### src/rtl/cpu_defs.sv
// Shared CPU definitions: interrupt controller sizing, vector layout and FSM encoding.
package cpu_defs;

    localparam int          INT_NUM_SRC    = 3;
    localparam int          INT_ID_W       = 2;
    localparam logic [31:0] INT_VEC_BASE   = 32'h0000_0400;
    localparam logic [31:0] INT_VEC_STRIDE = 32'h0000_0040;

    typedef enum logic {
        IDLE = 1'b0,
        REQ  = 1'b1
    } int_state_e;

    // Handler address for a given source id
    function automatic logic [31:0] vec_addr(input logic [31:0] base,
                                             input logic [31:0] stride,
                                             input logic [31:0] id);
        return base + id * stride;
    endfunction

endpackage

### src/rtl/irq_edge_sync.sv
// Single-source 2-flop synchroniser with rising-edge detection on the synchronised level.
module irq_edge_sync (
    input  logic clk,
    input  logic rst,
    input  logic irq_i,
    output logic rise_o
);

    logic sync1_q;
    logic sync2_q;
    logic prev_q;

    // Synchronise the raw level and keep one delayed copy for edge detection
    always_ff @(posedge clk or posedge rst) begin
        if (rst) begin
            sync1_q <= 1'b0;
            sync2_q <= 1'b0;
            prev_q  <= 1'b0;
        end else begin
            sync1_q <= irq_i;
            sync2_q <= sync1_q;
            prev_q  <= sync2_q;
        end
    end

    assign rise_o = sync2_q & ~prev_q;

endmodule

### src/rtl/int_ctrl.sv
// Priority-nested interrupt controller: latches synchronised request edges, requests the
// highest eligible source above the current service level and keeps an EPC stack for nesting.
import cpu_defs::*;

module int_ctrl #(
    parameter int          NUM_SRC    = INT_NUM_SRC,
    parameter int          ID_W       = INT_ID_W,
    parameter logic [31:0] VEC_BASE   = INT_VEC_BASE,
    parameter logic [31:0] VEC_STRIDE = INT_VEC_STRIDE
) (
    input  logic               clk,
    input  logic               rst,
    input  logic [NUM_SRC-1:0] irq_in,
    input  logic               int_en,
    input  logic [NUM_SRC-1:0] int_mask,
    input  logic               int_ack,
    input  logic [31:0]        epc_in,
    input  logic               eret,
    output logic               int_req,
    output logic [ID_W-1:0]    int_id,
    output logic [31:0]        int_vector,
    output logic [31:0]        epc_out,
    output logic [NUM_SRC-1:0] in_service,
    output logic [NUM_SRC-1:0] pending,
    output logic [31:0]        int_count
);

    localparam int DEPTH_W = $clog2(NUM_SRC + 1);

    int_state_e         state_q, state_d;
    logic [ID_W-1:0]    id_q, id_d;
    logic [31:0]        vec_q, vec_d;
    logic [31:0]        cnt_q, cnt_d;
    logic [NUM_SRC-1:0] pend_q, pend_d;
    logic [NUM_SRC-1:0] isvc_q, isvc_d;
    logic [DEPTH_W-1:0] depth_q, depth_d;
    logic [31:0]        stack_q [NUM_SRC];

    logic [NUM_SRC-1:0] rise;
    logic [NUM_SRC-1:0] elig_vec;
    logic [NUM_SRC-1:0] isvc_top;
    logic [NUM_SRC-1:0] acc_clr;
    logic               elig_vld;
    logic               isvc_vld;
    logic [ID_W-1:0]    elig_idx;
    logic [ID_W-1:0]    isvc_idx;
    logic               elig_wins;
    logic               eret_ok;
    logic               accept;
    logic               withdraw;

    for (genvar g = 0; g < NUM_SRC; g++) begin : g_sync
        irq_edge_sync u_sync (
            .clk    (clk),
            .rst    (rst),
            .irq_i  (irq_in[g]),
            .rise_o (rise[g])
        );
    end

    // Priority encoders: highest eligible pending source and current service level
    always_comb begin
        elig_vec = pend_q & int_mask;
        elig_vld = 1'b0;
        elig_idx = '0;
        isvc_vld = 1'b0;
        isvc_idx = '0;
        isvc_top = '0;
        for (int i = 0; i < NUM_SRC; i++) begin
            if (elig_vec[i]) begin
                elig_vld = 1'b1;
                elig_idx = ID_W'(i);
            end
            if (isvc_q[i]) begin
                isvc_vld = 1'b1;
                isvc_idx = ID_W'(i);
                isvc_top = NUM_SRC'(1) << i;
            end
        end
    end

    // A source may only request when it outranks every handler already running.
    // eret takes precedence over a simultaneous ack, so the ack is simply not accepted.
    assign elig_wins = int_en && elig_vld && (!isvc_vld || (elig_idx > isvc_idx));
    assign eret_ok   = eret && (depth_q != '0);
    assign accept    = (state_q == REQ) && int_ack && !eret;
    assign withdraw  = (state_q == REQ) && (!int_en || !int_mask[id_q]);
    assign acc_clr   = accept ? (NUM_SRC'(1) << id_q) : '0;

    // Request FSM: latch the winner in IDLE, hold it frozen in REQ until accept or withdraw
    always_comb begin
        state_d = state_q;
        id_d    = id_q;
        vec_d   = vec_q;
        cnt_d   = cnt_q;
        case (state_q)
            IDLE: begin
                if (elig_wins) begin
                    state_d = REQ;
                    id_d    = elig_idx;
                    vec_d   = vec_addr(VEC_BASE, VEC_STRIDE, 32'(elig_idx));
                end
            end
            REQ: begin
                if (accept) begin
                    state_d = IDLE;
                    cnt_d   = cnt_q + 32'd1;
                end else if (withdraw) begin
                    state_d = IDLE;
                end
            end
            default: state_d = IDLE;
        endcase
    end

    // Pending latch and nesting bookkeeping; an accept-clear beats a same-cycle edge
    always_comb begin
        pend_d  = (pend_q | rise) & ~acc_clr;
        isvc_d  = isvc_q;
        depth_d = depth_q;
        if (eret_ok) begin
            isvc_d  = isvc_q & ~isvc_top;
            depth_d = depth_q - DEPTH_W'(1);
        end else if (accept) begin
            isvc_d  = isvc_q | acc_clr;
            depth_d = depth_q + DEPTH_W'(1);
        end
    end

    // Control state registers
    always_ff @(posedge clk or posedge rst) begin
        if (rst) begin
            state_q <= IDLE;
            id_q    <= '0;
            vec_q   <= '0;
            cnt_q   <= '0;
            pend_q  <= '0;
            isvc_q  <= '0;
            depth_q <= '0;
        end else begin
            state_q <= state_d;
            id_q    <= id_d;
            vec_q   <= vec_d;
            cnt_q   <= cnt_d;
            pend_q  <= pend_d;
            isvc_q  <= isvc_d;
            depth_q <= depth_d;
        end
    end

    // Return-PC storage; entries above depth are never observed, so no reset is needed
    always_ff @(posedge clk) begin
        if (accept) begin
            stack_q[depth_q] <= epc_in;
        end
    end

    assign int_req    = (state_q == REQ);
    assign int_id     = id_q;
    assign int_vector = vec_q;
    assign epc_out    = (depth_q == '0) ? 32'h0 : stack_q[depth_q - DEPTH_W'(1)];
    assign in_service = isvc_q;
    assign pending    = pend_q;
    assign int_count  = cnt_q;

endmodule

### config.mk
export PLATFORM = sky130hd
export DESIGN_NAME = int_ctrl
export DESIGN_NICKNAME = d
export VERILOG_FILES = /design/src/rtl/cpu_defs.sv /design/src/rtl/irq_edge_sync.sv /design/src/rtl/int_ctrl.sv
export SDC_FILE = /design/constraint.sdc
export NUM_CORES = 1
export LEC_CHECK = 0
export ABC_AREA = 1
export BUFFER_PORTS_ARGS = -buffer_cell sky130_fd_sc_hd__buf_2
export CAP_MARGIN = 5
export CORE_MARGIN = 4
export CORE_UTILIZATION = 40
export CTS_CLUSTER_DIAMETER = 40
export DETAILED_ROUTE_END_ITERATION = 7
export MAX_ROUTING_LAYER = met4
export PLACE_DENSITY = 0.72
export SKIP_LAST_GASP = 1
export SYNTH_ARGS = -nofsm -noshare
export SYNTH_HDL_FRONTEND = slang
export SYNTH_HIERARCHICAL = 1
export SYNTH_SLANG_ARGS = --single-unit
### constraint.sdc
create_clock -name clk -period 4.4 [get_ports clk]
set_input_delay 0.66 -clock clk [delete_from_list [all_inputs] [get_ports clk]]
set_output_delay 0.66 -clock clk [all_outputs]
set_load 0.1 [all_outputs]
# Yosys cells after proc, flatten, opt, wreduce, memory -nomap -nowiden
# Memory sizes are Yosys's and may differ from the RTL's.
# Cells that the tools add are included.
# word_totals
regBits,84
latch_bits,0
mem_bits_rw,96
rom_bits,0
inputBits,43
output_inout_bits,105
wordCells,82
memories,1
# mem_list
memory,words,word_bits,read_ports,rd_clocked_by_memory_dff,wr,line_no,text
stack_q,3,32,1,0,1,int_ctrl.sv:37,logic [31:0] stack_q [NUM_SRC];
# op_classes
add_sub_neg,4
mul,0
n_div,0
order_cmp,2
eq_ne,0
shift,1
n_mux,27
bitwise_logic,14
n_reduce_logical,17
# op_table
cell,count
$add 32x1->32 const B,1
$mux 32,1
$mux 1,15
$add 11x8->12 const A,1
$mux 3,4
$mux 2,5
$and 3x3->3,3
$logic_and 1x1->1,6
$not 3->3,2
$or 3x3->3,2
$logic_not 1->1,4
$not 1->1,4
$reduce_and 2->1,2
$reduce_bool 2->1,2
$and 1x1->1,3
$lt 2x3->1 const B,1
$shl 1x2->3 const A,1
$add 2x1->2 const B,1
$bmux 1 s2,1
$gt 2x2->1,1
$logic_not 2->1,1
$logic_or 1x1->1,2
$pmux 1 s2,1
$sub 2x1->2 const B,1

# Logic depth before layout (Yosys ltp)
# Gate-level depths: netlist of run 1.
# logic_depth
depth_word,8
mapped_depth,10
depth_no_buf,10

# Modules after synthesis
# The synthesis of run 1 kept the hierarchy.
# modules_own_cells
mod,instances,cells_per_inst,area_per_inst_um2,seq_area_each_um2
int_ctrl,1,599,6276.0,3983.8
irq_edge_sync,3,6,88.8,75.1

# Worst setup path after synthesis of run 1
# OpenSTA, ideal clock, no wires.
# synth_path
kind,register to register
from,"reg state_q, in the netlist int_req"
to,"mem stack_q[0][0], enable pin"
setup_ps,421
arrival_ps,2763
required_ps,3979
path_slack_ps,1216
stages_incl_launch_ff,3
n_path_buf,0
synth_period_minus_slack_ps,3184
path_cell_list,dfrtp_1 -> nand3b_1 -> nor2_1
# synth_between
elab_chain_cells,4
# synth_lines
element,line_no,text
start: declaration,int_ctrl.sv:30,"int_state_e state_q, state_d;"
start signal: assignment,int_ctrl.sv:141,state_q <= state_d;
$logic_and 1x1->1 (2 in a row),int_ctrl.sv:86,assign accept = (state_q == REQ) && int_ack && !eret;
$mux 1,int_ctrl.sv:153,if (accept) begin
$mux 1 (not written as such),int_ctrl.sv:154,stack_q[depth_q] <= epc_in;
end: declaration,int_ctrl.sv:37,
# No other way between the ends.

# Worst setup path in the final report of run 1
# layout_path
from,reg depth_q[1]
to,out epc_out[13]
# layout_between
elab_chain_cells,3
elab_cells_between_ends,4
cone_classes,add/sub: 1; mux: 1; reduce/logical: 1; memory: 1
# layout_lines
element,line_no,text
start: declaration,int_ctrl.sv:36,"logic [DEPTH_W-1:0] depth_q, depth_d;"
start signal: assignment,int_ctrl.sv:147,depth_q <= depth_d;
$sub 2x1->2,int_ctrl.sv:161,assign epc_out = (depth_q == '0) ? 32'h0 : stack_q[depth_q - DEPTH_W'(1)];
$mem_v2 3x32,--,
$mux 32 *,int_ctrl.sv:161,
end: declaration,int_ctrl.sv:22,"output logic [31:0] epc_out,"
# Every way passes the cells marked *; elsewhere a longest branch is shown, timed or not.

==> flow_results.org, run 1 <==
** Placed design
- RePlAce Congestion :: 0.865
- Pre-CTS setup slack :: 1.63 ns
- Buffers placed on the I/O ports in this run total 118.
- Half-perimeter wire length after detailed placement :: 9410 microns
- Dpl cells :: 937

** STA
- Slew Limit Headroom :: 29.7%
- The final count of pins violating max slew is 0.
- Final worst setup slack :: 1.22 ns
- The final number of hold-violating endpoints came to 0.
- Worst-margin pin slew :: 1.05 ns
- The final critical path takes up 72.3% of the cycle.
- After routing, the total negative slack on setup checks comes to 0 ns.
- Setup violations remaining at the end of the flow were counted as 0.
- Final period demand of the worst path :: 3.18 ns
- Based on the critical path, the design can be clocked at up to 314 MHz.
- Largest clock skew in the final design :: 0.00871 ns
- Setup repair after global routing missed its margin :: no

** CTS
- In this run, CTS created clock tree buffers numbering 17.
- The number of hold buffers added after CTS was 0.
- Sink count of the clock tree :: 149
- Clock transition at the registers of the reported paths :: 0.06 ns
- The root buffer cell chosen for the clock tree is sky130_fd_sc_hd__clkbuf_16.
- Gates resized during post-CTS repair numbered 0.
- In this run the deepest clock path goes through 2 buffers.
- Postcts setup bufs :: 0
- Source-to-sink clock delay at the later pin of the worst-skew pair :: 0.42 ns
- TritonCTS built the clock tree.
- H-tree levels :: 4

** Layout
- After the last flow step, the layout net total stands at 788.
- Count of fill cells added during filler insertion :: 1461
- Fraction of final layout cells with drive strength greater than 1 :: 22.6%
- Final standard cell utilization of the core :: 49.1%
- Compared with the post-synthesis result, the final layout area differs by 19.7%.
- Most common cell after layout, fill and taps aside :: sky130_fd_sc_hd__nand2_1
- The finished layout holds 970 standard cells, fillers aside.
- Most frequent cells in the layout :: 146 x sky130_fd_sc_hd__nand2_1, 118 x sky130_fd_sc_hd__buf_2, 96 x sky130_fd_sc_hd__edfxtp_1

** Run
- Max-cap violations in this run came to 0.

** Synth
- Register area share after synthesis :: 64.3%
- After synthesis, the mean cell area works out to 10.6 sq um.
- Most common flop cell mapped by yosys :: sky130_fd_sc_hd__edfxtp_1
- Count of flip-flops with a built-in enable after synthesis :: 96
- After synthesis, the share of flip-flops with an asynchronous set or reset is 35.6%.
- Counting flops and latches in the post-synthesis netlist gives 149.
- Synthesis handed over a netlist of 617 instances.
- The number of different library cells used by synthesis comes to 32.
- The Yosys step of the flow raised 6 warnings.
- In this run the cell area of the synthesized design comes to 6540 sq um.

** Routing
- Detailed routing inserted a total of 4567 vias.
- Detailed Route WL :: 13800 microns
- After detailed routing, the number of vias per cell comes to 4.71.
- After detailed routing, the average wire length per cell comes to 14.3 microns.
- After the first detailed-routing iteration, the DRC count stood at 238.
- Post-route DRC :: 0
- The first detailed-routing pass ran for 4 iterations.
- The count of nets left with antenna violations once routing finished came out at 0.

** Setup path
- Worst Setup Path Type :: flop to output port
- The most critical setup path has its startpoint at depth_q[1].
- In this design, the critical path's most frequently occurring cell is sky130_fd_sc_hd__inv_1.
- Of all nets on the critical path, the largest fanout is 27.
- The worst setup path is captured at an output port.
- Nature of the critical path startpoint :: flop
- Crit path required time :: 3.74 ns
- In this design, the largest share of critical-path delay is due to buffers and inverters.
- Counting buffers and inverters, the worst setup path is 6 cells deep.
- The critical path goes through inv_1 -> ha_2 -> buf_4 -> o211ai_1 -> inv_1 -> buf_2.
- Crit path buf inv count :: 4
- Critical Path AT :: 2.52 ns
- Worst flop-to-flop path startpoint :: depth_q[1]
- Highest-delay cell along the critical path :: sky130_fd_sc_hd__ha_2
- In this design, the stage delay of the slowest critical-path cell is 0.67 ns.
- Logic depth of the worst register-to-register path :: 4

** Floorplan
- Once the floorplan was initialized, standard cells occupied 41.0% of the core.
- The core region is 15900 sq um.
- Die Footprint :: 18500 sq um
- For this design the top-level I/O count stands at 148.
- Floorplan die height :: 136 microns
- Number of rows in the core area :: 46
- The die is 136 microns wide.

** Outcome
- The flow ran to the end, and the final reports show no timing, DRC or antenna violations.

** GRT
- Global routing used 19.1% of the available met1 tracks.
- For this run the aggregate overflow at the end of global routing stands at 0.
- Global routing consumed, on the met3 layer, 4.22% of the routing resources.
- The number of antenna violations at the first check in global routing is 0.
- Global routing used 15.8% of the available tracks across all layers.
- Entering global routing, the biggest net connects 45 pins.
- The number of global-route vias before repair is 4355.
- First-pass GRT wire length :: 21900 microns
- In this run the most used layer during global routing was met2.
- Global routing used 25.9% of the available met2 tracks.

** Worst hold path
- The tightest min-delay check is of the input pin to asynchronous set/reset pin type.
==> synth_stat cells, types with 3 or more instances <==
library cell	number	share of area (%)
sky130_fd_sc_hd__buf_1	3	0.17
sky130_fd_sc_hd__buf_4	31	3.6
sky130_fd_sc_hd__clkbuf_1	12	0.69
sky130_fd_sc_hd__dfrtp_1	53	20
sky130_fd_sc_hd__edfxtp_1	96	44
sky130_fd_sc_hd__ha_1	5	0.96
sky130_fd_sc_hd__inv_1	74	4.2
sky130_fd_sc_hd__nand2_1	146	8.4
sky130_fd_sc_hd__nand3_1	45	3.4
sky130_fd_sc_hd__nand3b_1	3	0.34
sky130_fd_sc_hd__nand4_1	14	1.3
sky130_fd_sc_hd__nor2_1	48	2.8
sky130_fd_sc_hd__nor2_2	7	0.67
sky130_fd_sc_hd__nor3_1	3	0.23
sky130_fd_sc_hd__o211ai_1	32	3.7
sky130_fd_sc_hd__o21ai_1	3	0.23
sky130_fd_sc_hd__xnor2_1	15	2.0
sky130_fd_sc_hd__xor2_1	9	1.2
==> final cells by class <==
type / count / area (sq um) / area share (%)
inverters: 75 / 282 / 3.59
clock buffers: 18 / 429 / 5.48
multi-input cells: 373 / 1880 / 24.0
well taps: 216 / 270 / 3.45
repair buffers: 124 / 636 / 8.12
flip-flops and latches: 149 / 4210 / 53.7
diodes: 1 / 2.50 / 0.0320
clock inverters: 14 / 120 / 1.53
==> cell families (layout without fill, tap and decap cells) <==
logic type	Yosys count	count (layout)	share of synthesized area, %
XOR/XNOR	24	24	3.21
flip-flops	149	149	64.3
buffers and inverters	123	231	8.87
other	1	30	0.0573
adder cells (fa/ha/maj)	5	5	0.956
AO/OA/AOI/OAI	42	42	4.59
AND/OR/NAND/NOR	273	273	18.0
==> routing by layer <==
metal  routed length [microns]  vias up  share of wire [%]
met5                         0        -                  0
met4                       272        0                2.0
met3                       783       20                5.7
met2                      6920      138                 50
met1                      5870     2170                 42
li1                          -     2239                  -
==> flip-flops by register name (all words and copies together) (netlist names) <==
name / flops
stack_q: 96
g_sync.u_sync/prev_q: 3
g_sync.u_sync/sync1_q: 3
in_service: 3
int_count: 32
int_req: 1
int_vector: 2
g_sync.u_sync/sync2_q: 3
pending: 3
int_id: 1
depth_q: 2
==> metrics by stage <==
| stage | hold WS [ns] | cell area (sq um) |
|---|---|---|
| after floorplan | 0.331 | 6650 |
| after global placement | 0.332 | 7280 |
| after detailed placement | 0.336 | 7280 |
| after CTS | 0.119 | 7830 |
| after global routing | 0.124 | 7830 |
| final | 0.132 | 7830 |
==> path summary, 6_finish.rpt <==
kind / endpoint / slack, ns
setup / recovery: epc_out[13] / 1.22
hold / removal: g_sync[2].u_sync/sync2_q / 0.13
setup reg to reg: stack_q[0][2] / 1.88
hold reg to reg: g_sync[1].u_sync/sync2_q / 0.35
max in group asynchronous: int_count[16] / 3.60
min in group clk: g_sync[1].u_sync/sync2_q / 0.35
==> worst reg2reg max path, cell delays in order (launching register included) <==
cell and delay (ns):
sky130_fd_sc_hd__dfrtp_1 0.39, sky130_fd_sc_hd__inv_1 0.09, sky130_fd_sc_hd__ha_2 0.17, sky130_fd_sc_hd__clkinv_1 0.49, sky130_fd_sc_hd__nor2_4 1.00
Power of run 1 is not shown: default switching activity piles up to over one toggle a cycle in this logic, so the estimate is an artifact.
==> inputs of run 2 (changes only) <==
- clock period: 4.4 -> 3.08 ns (I/O delays scaled with it)
==> run 2 against run 1 <==
Effect of this change: first-iteration DRC count down 29%; non-clock buffer count up 4; worst setup slack worse by 0.89 ns; design area up 0.24%; register-to-register slack worse by 0.81 ns; count of clock-buffer cells in the layout up 1; via count down 0.31%; utilization up 0.12 points; flip-flop and latch count unchanged; die area unchanged; global-route usage about the same.
==> flow_results.org, run 2 (synthesis gave the netlist of run 1 again) <==
** Outcome
- Status :: completed

** Routing
- Top Metal Used :: met4
- The final routed wirelength across all metal layers came to 13500 microns (-2.3%).
- Post-detailed-route via-to-cell ratio :: 4.68 (-0.61%)
- The count of vias placed by the detailed router is 4553 (-0.31%).
- The met1 wire length came to 5730 microns (-2.4%).
- The total iterations of the first detailed-routing run was 4 (unchanged).
- The per-cell routed wire length was 13.9 microns (-2.6%).
- Violation count after the first detailed-routing iteration :: 170 (-29%)
- The detailed route wirelength on metal2 came to 6760 microns (-2.3%).
- The DRC violations left is 0 (unchanged).
- Met3 wire len :: 833 microns (+6.4%)
- Residual antenna-violating net count after detailed routing :: 0 (unchanged)

** STA
- The final-report setup violation count is 0 (unchanged).
- The pin slew with the least headroom to its limit was 0.620 ns (-0.432 ns).
- Maximum clock rate :: 363 MHz
- The worst path needs 2.76 ns of the cycle, external delays included.
- Of the available clock period, the critical path in the final layout requires 89.5%.
- Largest clock skew in the final design :: 0.00765 ns (-0.00106 ns)
- Setup repair after global routing left no endpoint under its margin.
- The final number of hold-violating endpoints is 0 (unchanged).
- The final critical-path setup slack was 0.323 ns (-0.893 ns).
- Number of max-slew violations in the final report :: 0 (unchanged)
- Slew Limit Headroom :: 58.5% (+29 points)

** Layout
- Counting flops per register, the top entry is stack_q.
- Max reg flops :: 96 (unchanged)
- The fill cell total of the finished layout is 1447 (-0.96%).
- Most frequent cells in the layout :: 146 x sky130_fd_sc_hd__nand2_1, 118 x sky130_fd_sc_hd__buf_2, 96 x sky130_fd_sc_hd__edfxtp_1
- Fraction of final layout cells with drive strength greater than 1 :: 22.0% (-0.62 points)
- Final standard cell utilization of the core :: 49.2% (+0.12 points)
- Synthesis-to-layout area growth :: 20.0%
- Net count reported at finish :: 792 (+0.51%)
- Final Non-Filler Cells :: 973 (+0.31%)
- The library cell used most frequently in the layout, excluding fill and tap cells, is sky130_fd_sc_hd__nand2_1.

** GRT
- Initial antenna violation count :: 1 (+1)
- The overall routing resource usage was 15.8% (-0.022 points).
- The largest net degree at the start of global routing came to 53 (+18%).
- Global route total overflow :: 0 (unchanged)
- Vias in the first global route :: 4499 (+3.3%)
- First-pass GRT wire length :: 22000 microns (+0.25%)

** Setup path
- Logic depth of the worst register-to-register path :: 10 (+6)
- Tracing the worst setup path back leads to its startpoint at depth_q[1].
- In this run the critical register-to-register path is launched from pending[2].
- Critical Path AT :: 2.29 ns (-0.23 ns)
- The maximum fanout along the worst path came to 52 (+93%).
- Worst Setup Path Type :: flop to output port
- Endpoint of the lowest-slack register-to-register path :: int_id[0]
- Critical path endpoint :: epc_out[22]
- Worst reg2reg setup slack :: 1.07 ns (-0.81 ns)
- STA classifies the critical path endpoint as an output port.
- The data required time of the worst path came to 2.62 ns (-1.12 ns).
- Nature of the critical path startpoint :: flop

** CTS
- CTS tree :: built
- Postcts setup bufs :: 0 (unchanged)
- Number of clock buffers inserted by TritonCTS :: 17 (unchanged)
- Clock transition at the registers of the reported paths :: 0.05 ns (about the same)
- CTS placed an instance of sky130_fd_sc_hd__clkbuf_16 at the clock tree root.
- Sink count of the clock tree :: 149 (unchanged)
- H-tree levels :: 4 (unchanged)
- Clock Tree Buf Depth :: 2 (unchanged)
- Source-to-sink clock delay at the later pin of the worst-skew pair :: 0.41 ns (about the same)

** Floorplan
- The height of the chip is 136 microns (unchanged).
- The die area came to 18500 sq um (unchanged).
- Number of rows in the core area :: 46 (unchanged)
- The effective utilization at floorplan came to 41.0% (unchanged).
- The die extent in x was 136 microns (unchanged).
- Number of placed I/O pins :: 148 (unchanged)
- Standard cell core area :: 15900 sq um (unchanged)

** Placed design
- Dpl cells :: 940 (+0.32%)
- The worst slack after detailed placement came to 0.757 ns (-0.873 ns).
- The total half-perimeter wirelength after legalization and detailed placement came to 9240 microns (-1.8%).
- RePlAce Congestion :: 0.883 (+2.2%)
- The number of buffers added on ports came to 118 (unchanged).

** Worst hold path
- Along the worst hold path, the cell count comes to 1.
- HP Class :: input pin to flop

** Run
- The total of max-cap violations came to 0 (unchanged).
## run 2: changes by cell type in the layout (fill, tap and decap cells not counted), moves of 2 or more
| cell | change |
|---|---|
| sky130_fd_sc_hd__clkinv_4 | -3 |
| sky130_fd_sc_hd__buf_4 | +2 |
| sky130_fd_sc_hd__clkinv_1 | +5 |
| sky130_fd_sc_hd__inv_6 | -3 |
| sky130_fd_sc_hd__inv_8 | -3 |
## run 2: worst max-delay path, stage by stage (launching register included)
cell                       delay (ns)
sky130_fd_sc_hd__dfrtp_1         0.36
sky130_fd_sc_hd__inv_1           0.07
sky130_fd_sc_hd__ha_2            0.51
sky130_fd_sc_hd__buf_12          0.27
sky130_fd_sc_hd__o211ai_1        0.14
sky130_fd_sc_hd__inv_1           0.08
sky130_fd_sc_hd__buf_2           0.42
## run 2: worst min path at each step
stage                                  start                       end  slack (ns)
floorplan                                rst   g_sync[0].u_sync/prev_q        0.22
global placement    g_sync[1].u_sync/sync1_q  g_sync[1].u_sync/sync2_q        0.33
finish                             irq_in[1]  g_sync[1].u_sync/sync1_q        0.16
CTS                                irq_in[0]  g_sync[0].u_sync/sync1_q        0.14
global route                       irq_in[0]  g_sync[0].u_sync/sync1_q        0.13
detailed placement  g_sync[1].u_sync/sync1_q  g_sync[1].u_sync/sync2_q        0.34
## run 2: through the flow
stage / setup TNS (ns) / hold WS, ns / instance area (sq um)
5_1_grt: 0 / 0.130 / 7850
3_5_place_dp: 0 / 0.341 / 7310
4_1_cts: 0 / 0.142 / 7850
6_report: 0 / 0.162 / 7850
2_1_floorplan: -9.96 / 0.216 / 6650
3_3_place_gp: 0 / 0.332 / 7310
## run 2: cell type report
| type | instances | area (sq um) | area share, % |
|---|---|---|---|
| inverters | 75 | 282 | 3.59 |
| well taps | 216 | 270 | 3.44 |
| clock inverters | 12 | 90.1 | 1.15 |
| clock buffers | 19 | 433 | 5.51 |
| diodes | 1 | 2.50 | 0.0319 |
| repair buffers | 128 | 681 | 8.67 |
| flip-flops and latches | 149 | 4210 | 53.6 |
| multi-input cells | 373 | 1880 | 24.0 |
## run 2: what timing repair did
action,in CTS,in global routing
gates resized for setup,0,0
setup endpoints to repair,0,0
endpoints found under the hold margin,9,0
hold buffers,1,0
## run 2: routing by layer
metal | vias to the layer above | track usage (%)
met3 | 24 | 4.33
met5 | - | -
li1 | 2243 | -
met2 | 138 | 26.0
met4 | 0 | 5.32
met1 | 2148 | 18.9
Power of run 2 is left out for the same reason.
==> inputs of run 3 (changes only) <==
- CTS_BUF_LIST: not set -> sky130_fd_sc_hd__clkbuf_2
- HOLD_SLACK_MARGIN: not set -> 0.15
==> run 3 against run 2 <==
Effect of this change: hold slack better by 0.12 ns; clock skew increased by 0.010 ns; count of clock-buffer cells in the layout is the same; global-route usage increased by 0.51 points; design area is 2.5% higher; non-clock buffer count is 45 higher; largest cell class unchanged; worst setup slack got worse by 0.096 ns.
==> flow_results.org, run 3 (synthesis gave the netlist of run 1 again) <==
** Layout
- The fraction of final layout cells with drive strength greater than 1 came to 21.2% (-0.73 points).
- The flip-flop count of the largest register, all copies and words added is 96 (unchanged).
- Most common cell after layout, fill and taps aside :: sky130_fd_sc_hd__nand2_1
- Synthesis-to-layout area growth :: 23.0%
- ANT cells :: 0 (-1)
- Most frequent cells in the layout :: 146 x sky130_fd_sc_hd__nand2_1, 101 x sky130_fd_sc_hd__buf_2, 96 x sky130_fd_sc_hd__edfxtp_1
- Total area of multi-input combinational cells :: 1890 sq um (+0.53%)
- Net count reported at finish :: 837 (+5.7%)
- Count of fill cells added during filler insertion :: 1437 (-0.69%)
- Reg with most FFs :: stack_q
- Area taken by flip-flops and latches :: 4210 sq um (unchanged)

** STA
- Slew Limit Headroom :: 58.0% (-0.47 points)
- Maximum clock rate :: 351 MHz (-3.4%)
- The final count of pins violating max slew came to 0 (unchanged).
- The maximum clock skew at final layout is 0.0181 ns (+0.0105 ns).
- The final-report setup violation count came to 0 (unchanged).
- Setup repair after global routing missed its margin :: no
- The post-route clock period utilization was 92.6% (+3.1 points).
- Final period demand of the worst path :: 2.85 ns (+0.0961 ns)
- Worst hold slack :: 0.283 ns (+0.121 ns)
- The pin slew with the least headroom to its limit came to 0.627 ns (+0.00699 ns).
- The final number of hold-violating endpoints is 0 (unchanged).

** Floorplan
- The core area came to 15900 sq um (unchanged).
- The effective utilization at floorplan was 41.0% (unchanged).
- The height of the chip was 136 microns (unchanged).
- The number of cell rows was 46 (unchanged).
- Number of placed I/O pins :: 148 (unchanged)
- The die extent in x is 136 microns (unchanged).
- Die Footprint :: 18500 sq um (unchanged)

** Routing
- Violation count after the first detailed-routing iteration :: 208 (+22%)
- Met3 wire len :: 751 microns (-9.8%)
- Top Metal Used :: met4
- Post-detailed-route via-to-cell ratio :: 4.67 (-0.14%)
- The detailed route wirelength on metal2 is 7110 microns (+5.1%).
- The count of nets left with antenna violations after detail routing was 0 (unchanged).
- Detailed Route WL :: 14200 microns (+5.0%)
- Metal1 wirelength :: 6020 microns (+5.2%)
- The DRC violations left was 0 (unchanged).
- Per-cell routed wire length :: 14.0 microns (+0.44%)
- Detailed-routing iteration count for the pre-antenna-repair pass :: 4 (unchanged)
- The count of vias placed by the detailed router is 4752 (+4.4%).

** CTS
- CTS placed an instance of sky130_fd_sc_hd__clkbuf_2 at the clock tree root.
- Clock Tree Buf Depth :: 2 (unchanged)
- The clock buffer count from CTS was 17 (unchanged).
- Source-to-sink clock delay at the later pin of the worst-skew pair :: 0.69 ns (+0.28 ns)
- Clock transition at the registers of the reported paths :: 0.19 ns (+0.14 ns)
- The number of clock sinks came to 149 (unchanged).
- TritonCTS built the clock tree.
- H-tree levels :: 4 (unchanged)

** Placed design
- Half-perimeter wire length after detailed placement :: 9240 microns (unchanged)
- RePlAce Congestion :: 0.883 (unchanged)
- The number of buffers added on ports came to 118 (unchanged).

** Setup path
- STA classifies the critical path endpoint as an output port.
- The worst setup path is launched from a flop.
- Critical Path AT :: 2.39 ns (+0.10 ns)
- The setup path with the least slack is of type flop to output port.
- CP max FO :: 26 (-50%)
- Crit path required time :: 2.62 ns (about the same)

** Outcome
- The flow ran to the end, and the final reports show no timing, DRC or antenna violations.

** Run
- The total of max-cap violations came to 0 (unchanged).

** GRT
- Initial antenna violation count :: 0 (-1)
- Vias in the first global route :: 4711 (+4.7%)
- Overall fraction of global-route tracks in use :: 16.3% (+0.51 points)
- Global route total overflow :: 0 (unchanged)
- Maximum number of pins on one net before global-route repair :: 53 (unchanged)
- First-pass GRT wire length :: 22800 microns (+3.5%)

** Worst hold path
- HP Class :: input pin to flop
-- run 3: worst max-delay path, cell delays in order (launching register included) --
cell and delay (ns):
sky130_fd_sc_hd__dfrtp_1 0.43, sky130_fd_sc_hd__inv_1 0.13, sky130_fd_sc_hd__ha_4 0.26, sky130_fd_sc_hd__clkbuf_16 0.21, sky130_fd_sc_hd__nand3_1 0.10, sky130_fd_sc_hd__o211ai_1 0.08
sky130_fd_sc_hd__inv_1 0.08, sky130_fd_sc_hd__buf_2 0.43
-- run 3: final timing paths --
kind,endpoint,cells after the start,startpoint,slack [ns]
worst max-delay path,epc_out[12],7,depth_q[1],0.23
worst max register to register,int_id[0],10,pending[2],0.71
worst min register to register,g_sync[1].u_sync/sync2_q,0,g_sync[1].u_sync/sync1_q,0.38
worst min-delay path,int_vector[10],5,int_mask[1],0.28
min in group asynchronous,int_count[1],4,rst,0.44
max in group asynchronous,g_sync[1].u_sync/sync1_q,4,rst,2.17
-- run 3: stage by stage --
| step | cells | worst slack (ns) | instance area [sq um] | utilization, % | TNS, ns |
|---|---|---|---|---|---|
| detailed placement | 940 | 0.757 | 7310 | 45.9 | 0 |
| CTS | 1015 | 0.0549 | 7960 | 49.9 | 0 |
| finish | 1017 | 0.227 | 8050 | 50.5 | 0 |
| floorplan | 645 | -0.104 | 6650 | - | -9.96 |
| global route | 1017 | 0.00308 | 8050 | 50.5 | 0 |
| global placement | 940 | 0.764 | 7310 | 45.9 | 0 |
-- run 3: area by class of cell --
class	instances	area share (%)
Inverter	75	3.50
Timing Repair Buffer	173	15.0
Clock buffer	19	1.18
Multi-Input combinational cell	373	23.5
Tap cell	216	3.36
Sequential cell	149	52.3
Clock inverter	12	1.12
-- run 3: what timing repair did --
item,4_1_cts,5_1_grt
pin swaps,0,1
buffers inserted,0,1
hold buffers,44,0
setup endpoints to repair,25,30
gates resized for setup,3,16
hold endpoints to repair,165,0
cloned,0,1
-- run 3: metal layers --
| metal | up-vias | GRT usage, % |
|---|---|---|
| met1 | 2241 | 19.2 |
| met3 | 26 | 4.37 |
| met4 | 0 | 5.82 |
| met5 | - | - |
| met2 | 162 | 27.1 |
| li1 | 2323 | - |
Power of run 3 is left out for the same reason.
